`src/rtl/datamem_arb_pkg.sv`:
```
// Shared types and sizes for the two-requester datamem arbiter.
package datamem_arb_pkg;

  localparam int unsigned NUM_REQ = 2;
  localparam int unsigned STATS_W = 16;

  typedef enum logic [1:0] {
    IDLE  = 2'd0,
    ISSUE = 2'd1,
    RESP  = 2'd2
  } arb_state_e;

  // Saturating increment for the statistics counters.
  function automatic logic [STATS_W-1:0] sat_inc(input logic [STATS_W-1:0] v);
    return (v == {STATS_W{1'b1}}) ? v : v + STATS_W'(1);
  endfunction

endpackage

```
`src/rtl/rr_arbiter2.sv`:
```
// Combinational two-way round-robin grant: on a tie the requester not granted
// last wins; a single valid requester is granted directly.
module rr_arbiter2
  import datamem_arb_pkg::*;
(
  input  logic [NUM_REQ-1:0] valid,
  input  logic               last_grant,
  output logic [NUM_REQ-1:0] grant
);

  always_comb begin
    grant = '0;
    if (valid == 2'b11) begin
      grant = last_grant ? 2'b01 : 2'b10;
    end else begin
      grant = valid;
    end
  end

endmodule

```
`src/rtl/datamem_arbiter.sv`:
```
// Two-requester arbiter in front of a synchronous datamem (IDLE/ISSUE/RESP).
// Optional grant/conflict counters are enabled by defining DATAMEM_ARB_STATS_EN.
module datamem_arbiter
  import datamem_arb_pkg::*;
#(
  parameter int unsigned ADDR_BITS  = 4,
  parameter int unsigned DATA_WIDTH = 8
) (
  input  logic                                  clk,
  input  logic                                  reset,
  input  logic [NUM_REQ-1:0]                    req_valid,
  output logic [NUM_REQ-1:0]                    req_ready,
  input  logic [NUM_REQ-1:0]                    req_we,
  input  logic [NUM_REQ-1:0][ADDR_BITS-1:0]     req_x,
  input  logic [NUM_REQ-1:0][ADDR_BITS-1:0]     req_y,
  input  logic [NUM_REQ-1:0][DATA_WIDTH-1:0]    req_wdata,
  output logic [NUM_REQ-1:0]                    rsp_valid,
  output logic [DATA_WIDTH-1:0]                 rsp_rdata,
  output logic                                  mem_we,
  output logic [ADDR_BITS-1:0]                  mem_x,
  output logic [ADDR_BITS-1:0]                  mem_y,
  output logic [DATA_WIDTH-1:0]                 mem_din,
`ifdef DATAMEM_ARB_STATS_EN
  output logic [STATS_W-1:0]                    grant_cnt0,
  output logic [STATS_W-1:0]                    grant_cnt1,
  output logic [STATS_W-1:0]                    conflict_cnt,
`endif
  input  logic [DATA_WIDTH-1:0]                 mem_dout
);

  arb_state_e               state_q, state_d;
  logic                     last_q, last_d;
  logic                     owner_q, owner_d;
  logic                     mem_we_q, mem_we_d;
  logic [ADDR_BITS-1:0]     mem_x_q, mem_x_d;
  logic [ADDR_BITS-1:0]     mem_y_q, mem_y_d;
  logic [DATA_WIDTH-1:0]    mem_din_q, mem_din_d;
  logic [NUM_REQ-1:0]       rsp_valid_q, rsp_valid_d;

  logic [NUM_REQ-1:0]       grant;
  logic [NUM_REQ-1:0]       accept;
  logic                     sel;

  rr_arbiter2 u_rr (
    .valid      (req_valid),
    .last_grant (last_q),
    .grant      (grant)
  );

  // Grants are only offered in IDLE; a grant implies the matching valid.
  assign accept    = (state_q == IDLE) ? grant : '0;
  assign sel       = accept[1];
  assign req_ready = reset ? '0 : accept;

  always_comb begin
    state_d     = state_q;
    last_d      = last_q;
    owner_d     = owner_q;
    mem_we_d    = 1'b0;
    mem_x_d     = mem_x_q;
    mem_y_d     = mem_y_q;
    mem_din_d   = mem_din_q;
    rsp_valid_d = '0;
    case (state_q)
      IDLE: begin
        if (|accept) begin
          state_d   = ISSUE;
          last_d    = sel;
          owner_d   = sel;
          mem_we_d  = req_we[sel];
          mem_x_d   = req_x[sel];
          mem_y_d   = req_y[sel];
          mem_din_d = req_wdata[sel];
        end
      end
      ISSUE: begin
        if (mem_we_q) begin
          state_d = IDLE;
        end else begin
          state_d     = RESP;
          rsp_valid_d = owner_q ? 2'b10 : 2'b01;
        end
      end
      RESP: begin
        state_d = IDLE;
      end
      default: begin
        state_d = IDLE;
      end
    endcase
  end

  always_ff @(posedge clk) begin
    if (reset) begin
      state_q     <= IDLE;
      last_q      <= 1'b1;
      owner_q     <= 1'b0;
      mem_we_q    <= 1'b0;
      mem_x_q     <= '0;
      mem_y_q     <= '0;
      mem_din_q   <= '0;
      rsp_valid_q <= '0;
    end else begin
      state_q     <= state_d;
      last_q      <= last_d;
      owner_q     <= owner_d;
      mem_we_q    <= mem_we_d;
      mem_x_q     <= mem_x_d;
      mem_y_q     <= mem_y_d;
      mem_din_q   <= mem_din_d;
      rsp_valid_q <= rsp_valid_d;
    end
  end

  // Reset squashes an in-flight write and response in the very cycle it is seen.
  assign mem_we    = mem_we_q & ~reset;
  assign mem_x     = mem_x_q;
  assign mem_y     = mem_y_q;
  assign mem_din   = mem_din_q;
  assign rsp_valid = reset ? '0 : rsp_valid_q;
  assign rsp_rdata = (|rsp_valid_q) ? mem_dout : '0;

`ifdef DATAMEM_ARB_STATS_EN
  logic [STATS_W-1:0] grant_cnt0_q, grant_cnt0_d;
  logic [STATS_W-1:0] grant_cnt1_q, grant_cnt1_d;
  logic [STATS_W-1:0] conflict_cnt_q, conflict_cnt_d;

  always_comb begin
    grant_cnt0_d   = accept[0] ? sat_inc(grant_cnt0_q) : grant_cnt0_q;
    grant_cnt1_d   = accept[1] ? sat_inc(grant_cnt1_q) : grant_cnt1_q;
    conflict_cnt_d = ((state_q == IDLE) && (&req_valid)) ? sat_inc(conflict_cnt_q)
                                                          : conflict_cnt_q;
  end

  always_ff @(posedge clk) begin
    if (reset) begin
      grant_cnt0_q   <= '0;
      grant_cnt1_q   <= '0;
      conflict_cnt_q <= '0;
    end else begin
      grant_cnt0_q   <= grant_cnt0_d;
      grant_cnt1_q   <= grant_cnt1_d;
      conflict_cnt_q <= conflict_cnt_d;
    end
  end

  assign grant_cnt0   = grant_cnt0_q;
  assign grant_cnt1   = grant_cnt1_q;
  assign conflict_cnt = conflict_cnt_q;
`endif

endmodule

```
`config.mk`:
```
export PLATFORM = sky130hd
export DESIGN_NAME = datamem_arbiter
export DESIGN_NICKNAME = d
export VERILOG_FILES = /design/src/rtl/datamem_arb_pkg.sv /design/src/rtl/rr_arbiter2.sv /design/src/rtl/datamem_arbiter.sv
export SDC_FILE = /design/constraint.sdc
export NUM_CORES = 1
export LEC_CHECK = 0
export CAP_MARGIN = 20
export CORE_MARGIN = 5
export CORE_UTILIZATION = 32
export DETAILED_ROUTE_END_ITERATION = 16
export HOLD_SLACK_MARGIN = 0.06
export MAX_ROUTING_LAYER = met4
export PLACE_DENSITY = 0.75
export REMOVE_ABC_BUFFERS = 1
export SLEW_MARGIN = 25
export SYNTH_ARGS = -nofsm -noshare
export SYNTH_HDL_FRONTEND = slang
export SYNTH_SLANG_ARGS = --single-unit
```
`constraint.sdc`:
```
create_clock -name clk -period 1.3 [get_ports clk]
set_input_delay 0.195 -clock clk [delete_from_list [all_inputs] [get_ports clk]]
set_output_delay 0.195 -clock clk [all_outputs]
set_load 0.1 [all_outputs]
```
Word level (Yosys, flattened, before mapping). Index checks and enable logic that the tools add are counted.

Memories kept: 0. Logic and storage cells: 41. Latch bits: 0. Bits in read-only memories: 0. Output and inout bits: 29. RAM bits: 0. Bits of input ports: 46. Flip-flop bits (word level): 23.

Bitwise logic cells: 5. Add/subtract/negate cells: 0. Order comparisons: 1. Eq/ne operators: 3. Shift operators: 0. Muxes and demuxes: 18. Div/mod/pow operators: 0. Reductions and logical operators: 6. $mul: 0.

Operator list (count): two-way mux 8 bit (3); two-way mux 2 bit (8); two-way mux 4 bit (4); OR reduction 3 bit (2); NOT 1 bit (4); case mux 2 bit (2 select lines) (1); OR reduction 2 bit (2); equality test 2 x 1 -> 1 bit (second input constant) (1); equality test 2 bit (second input constant) (1); zero test 2 bit (1); less-than comparator 1 x 2 -> 1 bit (second input constant) (1); two-way mux 1 bit (2); inequality test 2 x 1 -> 1 bit (second input constant) (1); AND reduction 2 bit (1); AND 1 bit (1).

Logic depth before layout (Yosys ltp).
Depth in word-level cells: 6. Gate-level depth with buffers: 6. Mapped depth without buffers: 3.

Modules after synthesis. From an unflattened synthesis, not the netlist that was laid out.

Cells, all modules: 113. Area total of the unflattened synthesis: 1134.8 sq um.

By module, submodules not included: datamem_arbiter (instances 1, cells an instance 110, area each 1116.1 sq um, sequential area each 460.4 sq um); rr_arbiter2 (instances 1, cells an instance 3, area each 18.8 sq um, sequential area each 0.0 sq um).

Least setup slack after synthesis. OpenSTA, ideal clock, no wires.

Path kind: flip-flop to output port. From: register state_q[0]. To: output req_ready[1]. Buffers on the path: 2. Required time: 1105 ps. Path slack: -1942 ps. Data arrival time: 3047 ps. Stages on the path, launching flop included: 5. Path through: dfxtp_1 or3b_1 buf_2 buf_6 nor3_1.

Longest elaborated chain between the ends: 3.

Ends and longest elaborated chain: start, declared (line datamem_arbiter.sv:31) `arb_state_e state_q, state_d;`; start signal, assigned (line datamem_arbiter.sv:104) `state_q <= state_d;`; zero test 2 bit (line datamem_arbiter.sv:51) `assign accept = (state_q == IDLE) ? grant : '0;`; two-way mux 2 bit (line datamem_arbiter.sv:51); two-way mux 2 bit (line datamem_arbiter.sv:53) `assign req_ready = reset ? '0 : accept;`; end, declared (line datamem_arbiter.sv:12) `output logic [NUM_REQ-1:0] req_ready,`.

No other way between the ends.

Worst setup path in the final report.
From: register state_q[1]. To: output req_ready[1].

Same word-level chain as after synthesis.

==> metrics <==
maximum root-to-sink buffer count 2; grt peak-use layer met2; wirelength, routed 7160 µm; #FFs+latches synth 23; GR Layer Usage met3 0.0531; Die W 70.1 µm; initial antenna violation count 0; dpl cell area 0.00233 mm²; RSZ-0062 raised after global routing yes; gpl congestion 0.825; Mapped Area 0.00116 mm²; Die ar. 0.00492 mm²; hold crit path type in -> reg; via count 1680; proportion of layout cells with a drive suffix above 1 0.589; First-pass DRT Iterations 4; final setup fails 32; number of enable flip-flop cells after synthesis 0; Crit path largest cell delay 0.42 ns; Setup WS pre-CTS -0.511 ns; count of input and output buffers 74; Setup crit start kind flip-flop; largest net degree at the start of global routing 19; Total GRT Usage 0.246; Hold Fails Final Rpt 0; most numerous cell in the Yosys netlist dfxtp_1; Final Net Count 283; fin area 0.00297 mm²; die height 70.1 µm; Max VDD drop 641 µV; cells after synthesis 136; CTS tree done; HPWL Detailed 3500 µm; CP max FO 3; met1 usage 0.276; DR WL/cell 25.4 µm; arrival time at the worst endpoint 1.55 ns; adder-cell share of the synthesized area 0; FMAX 574 MHz; simple-gate share of the synthesized area 0.240; worst hold margin 0.441 ns; H-tree levels 1; Core ar. 0.00342 mm²; Layout Cells excl Fill 282; DR vias/cell 5.96; placed cell count 263; slowest cell on the critical path or3b_4; failing checks negative setup slack; warnings from Yosys 0; top post-synthesis cells by area dfxtp_1 (40%), a311oi_1 (12%), nand3_1 (7.4%), o21ai_0 (7.4%), nor2b_1 (7.0%); pwr/cell area 1040 mW/mm²; # IOs 75; Worst-Margin Slew 0.480 ns; Top Family by Delay on Critical Path simple AND/OR/NAND/NOR gates; Diodes inserted 0; CTS Hold Buffers Added 0; global-route wire length before repair 9170 µm; setup ws final -0.443 ns; sequential share of the synthesized area 0.398; DRC viols 0; cts bufs inserted 3; Rel. slew slack 0.679; clk sinks 23; CP required 1.11 ns; largest family of logic cells by synthesized area compound AO/OA/AOI/OAI gates; Routed Antenna Nets 0; max-slew violations 0; final design utilization 0.869; xor and xnor area share after synthesis 0; ys flop type dfxtp_1; Area growth syn-to-layout 156%; clock latency on the worst-skew pair 0.33 ns; Synth cell types 24; drt initial violations 135; cells along the critical path or3b_4 -> nor3_2 -> buf_4 -> buf_12; worst path bufs/invs 2; final worst-path cycle share 1.34; final clock skew 0.00352 ns; Compound-Gate Fraction of Synth Area 0.284; Max Cap Viol 0; Yosys top cell area share 0.398; Crit. End Element primary output; Site Rows 21; met2 Use GR 0.421; Mean Syn Cell Area 8.51 µm²; vias in the first global route 1774; CP Class reg -> out; Synth async-reset ratio 0; Static Leakage 1.10 nW; fin crit period 1.74 ns; gr ovfl total 0; Starting Density 0.339; leading cell types by count after synthesis dfxtp_1 (23), nand3_1 (17), o21ai_0 (17), a21oi_1 (16), a311oi_1 (16); status complete, but fails checks; mux cell area share after synthesis 0; Root Buffer clkbuf_4; clk slew on worst S/H paths 0.13 ns; post-synth top area cell dfxtp_1
## final cells by class
type                    count  area (µm²)
repair buffers            109        1410
multi-input cells         100        1010
flip-flops and latches     23         467
fillers                   159         448
well taps                  46        57.6
clock buffers               4        26.3
## cells in the final DEF (no fill, tap or decap), drive strengths merged, types with 2 or more instances in the layout
| cell | netlist | final |
|---|---|---|
| nand2 | 2 | 2 |
| nand3 | 17 | 17 |
| and2 | 3 | 4 |
| or3b | 2 | 2 |
| clkbuf | 6 | 5 |
| clkdlybuf4s50 | 0 | 43 |
| o21ai | 17 | 17 |
| dfxtp | 23 | 23 |
| nor3 | 2 | 2 |
| a311oi | 16 | 16 |
| nor2b | 13 | 13 |
| nor2 | 5 | 5 |
| buf | 8 | 63 |
| dlygate4sd2 | 0 | 2 |
| a21oi | 16 | 16 |
## flip-flops by register name, indices dropped and copies added, names as in the netlist
name         count
rsp_valid_q      2
mem_we_q         1
mem_x            4
mem_din          8
state_q          2
last_q           1
owner_q          1
mem_y            4
## worst min-delay path: stages
cell and delay, ns:
clkdlybuf4s50_1 0.42, o21ai_2 0.07, a211oi_2 0.06
## cells by family after synthesis
kind of cell | Yosys count
compound gates | 52
buf+inv | 14
flops | 23
simple gates | 47
## metrics by stage
step	TNS [ns]	power [mW]
4_1_cts	-3.51	2.81
2_1_floorplan	-11.07	1.63
3_3_place_gp	-7.69	2.27
3_5_place_dp	-8.87	2.30
6_report	-6.77	3.08
5_1_grt	-7.58	3.16
## where the power goes
group | total (mW) | switching [mW] | leakage [nW] | internal (mW)
Clock | 0.363 | 0.242 | 0.0150 | 0.121
Combinational | 1.83 | 1.07 | 0.890 | 0.761
Sequential | 0.883 | 0.0981 | 0.192 | 0.785
Total | 3.08 | 1.41 | 1.10 | 1.67
## worst paths after layout
check / start / endpoint / slack, ns / depth (start not counted)
setup / recovery: state_q[1] / req_ready[1] / -0.44 / 4
hold / removal: req_we[0] / mem_we_q / 0.44 / 3
setup reg to reg: state_q[1] / mem_we_q / -0.31 / 7
hold reg to reg: owner_q / rsp_valid_q[0] / 0.49 / 1
## routing by layer
metal / up-vias / routed length, µm / share of wire
met5: - / 0 / 0
met1: 801 / 2750 / 0.38
li1: 716 / - / -
met2: 127 / 3540 / 0.49
met4: 0 / 410 / 0.057
met3: 36 / 461 / 0.064
## timing repair
action	4_1_cts	5_1_grt
resized for setup	87	45
buffers inserted	9	4
endpoints found under the setup margin	31	34
pin swaps	29	25
cloned	1	3
hold endpoints to repair	0	0
No activity file was read; power rests on OpenSTA's default activity.
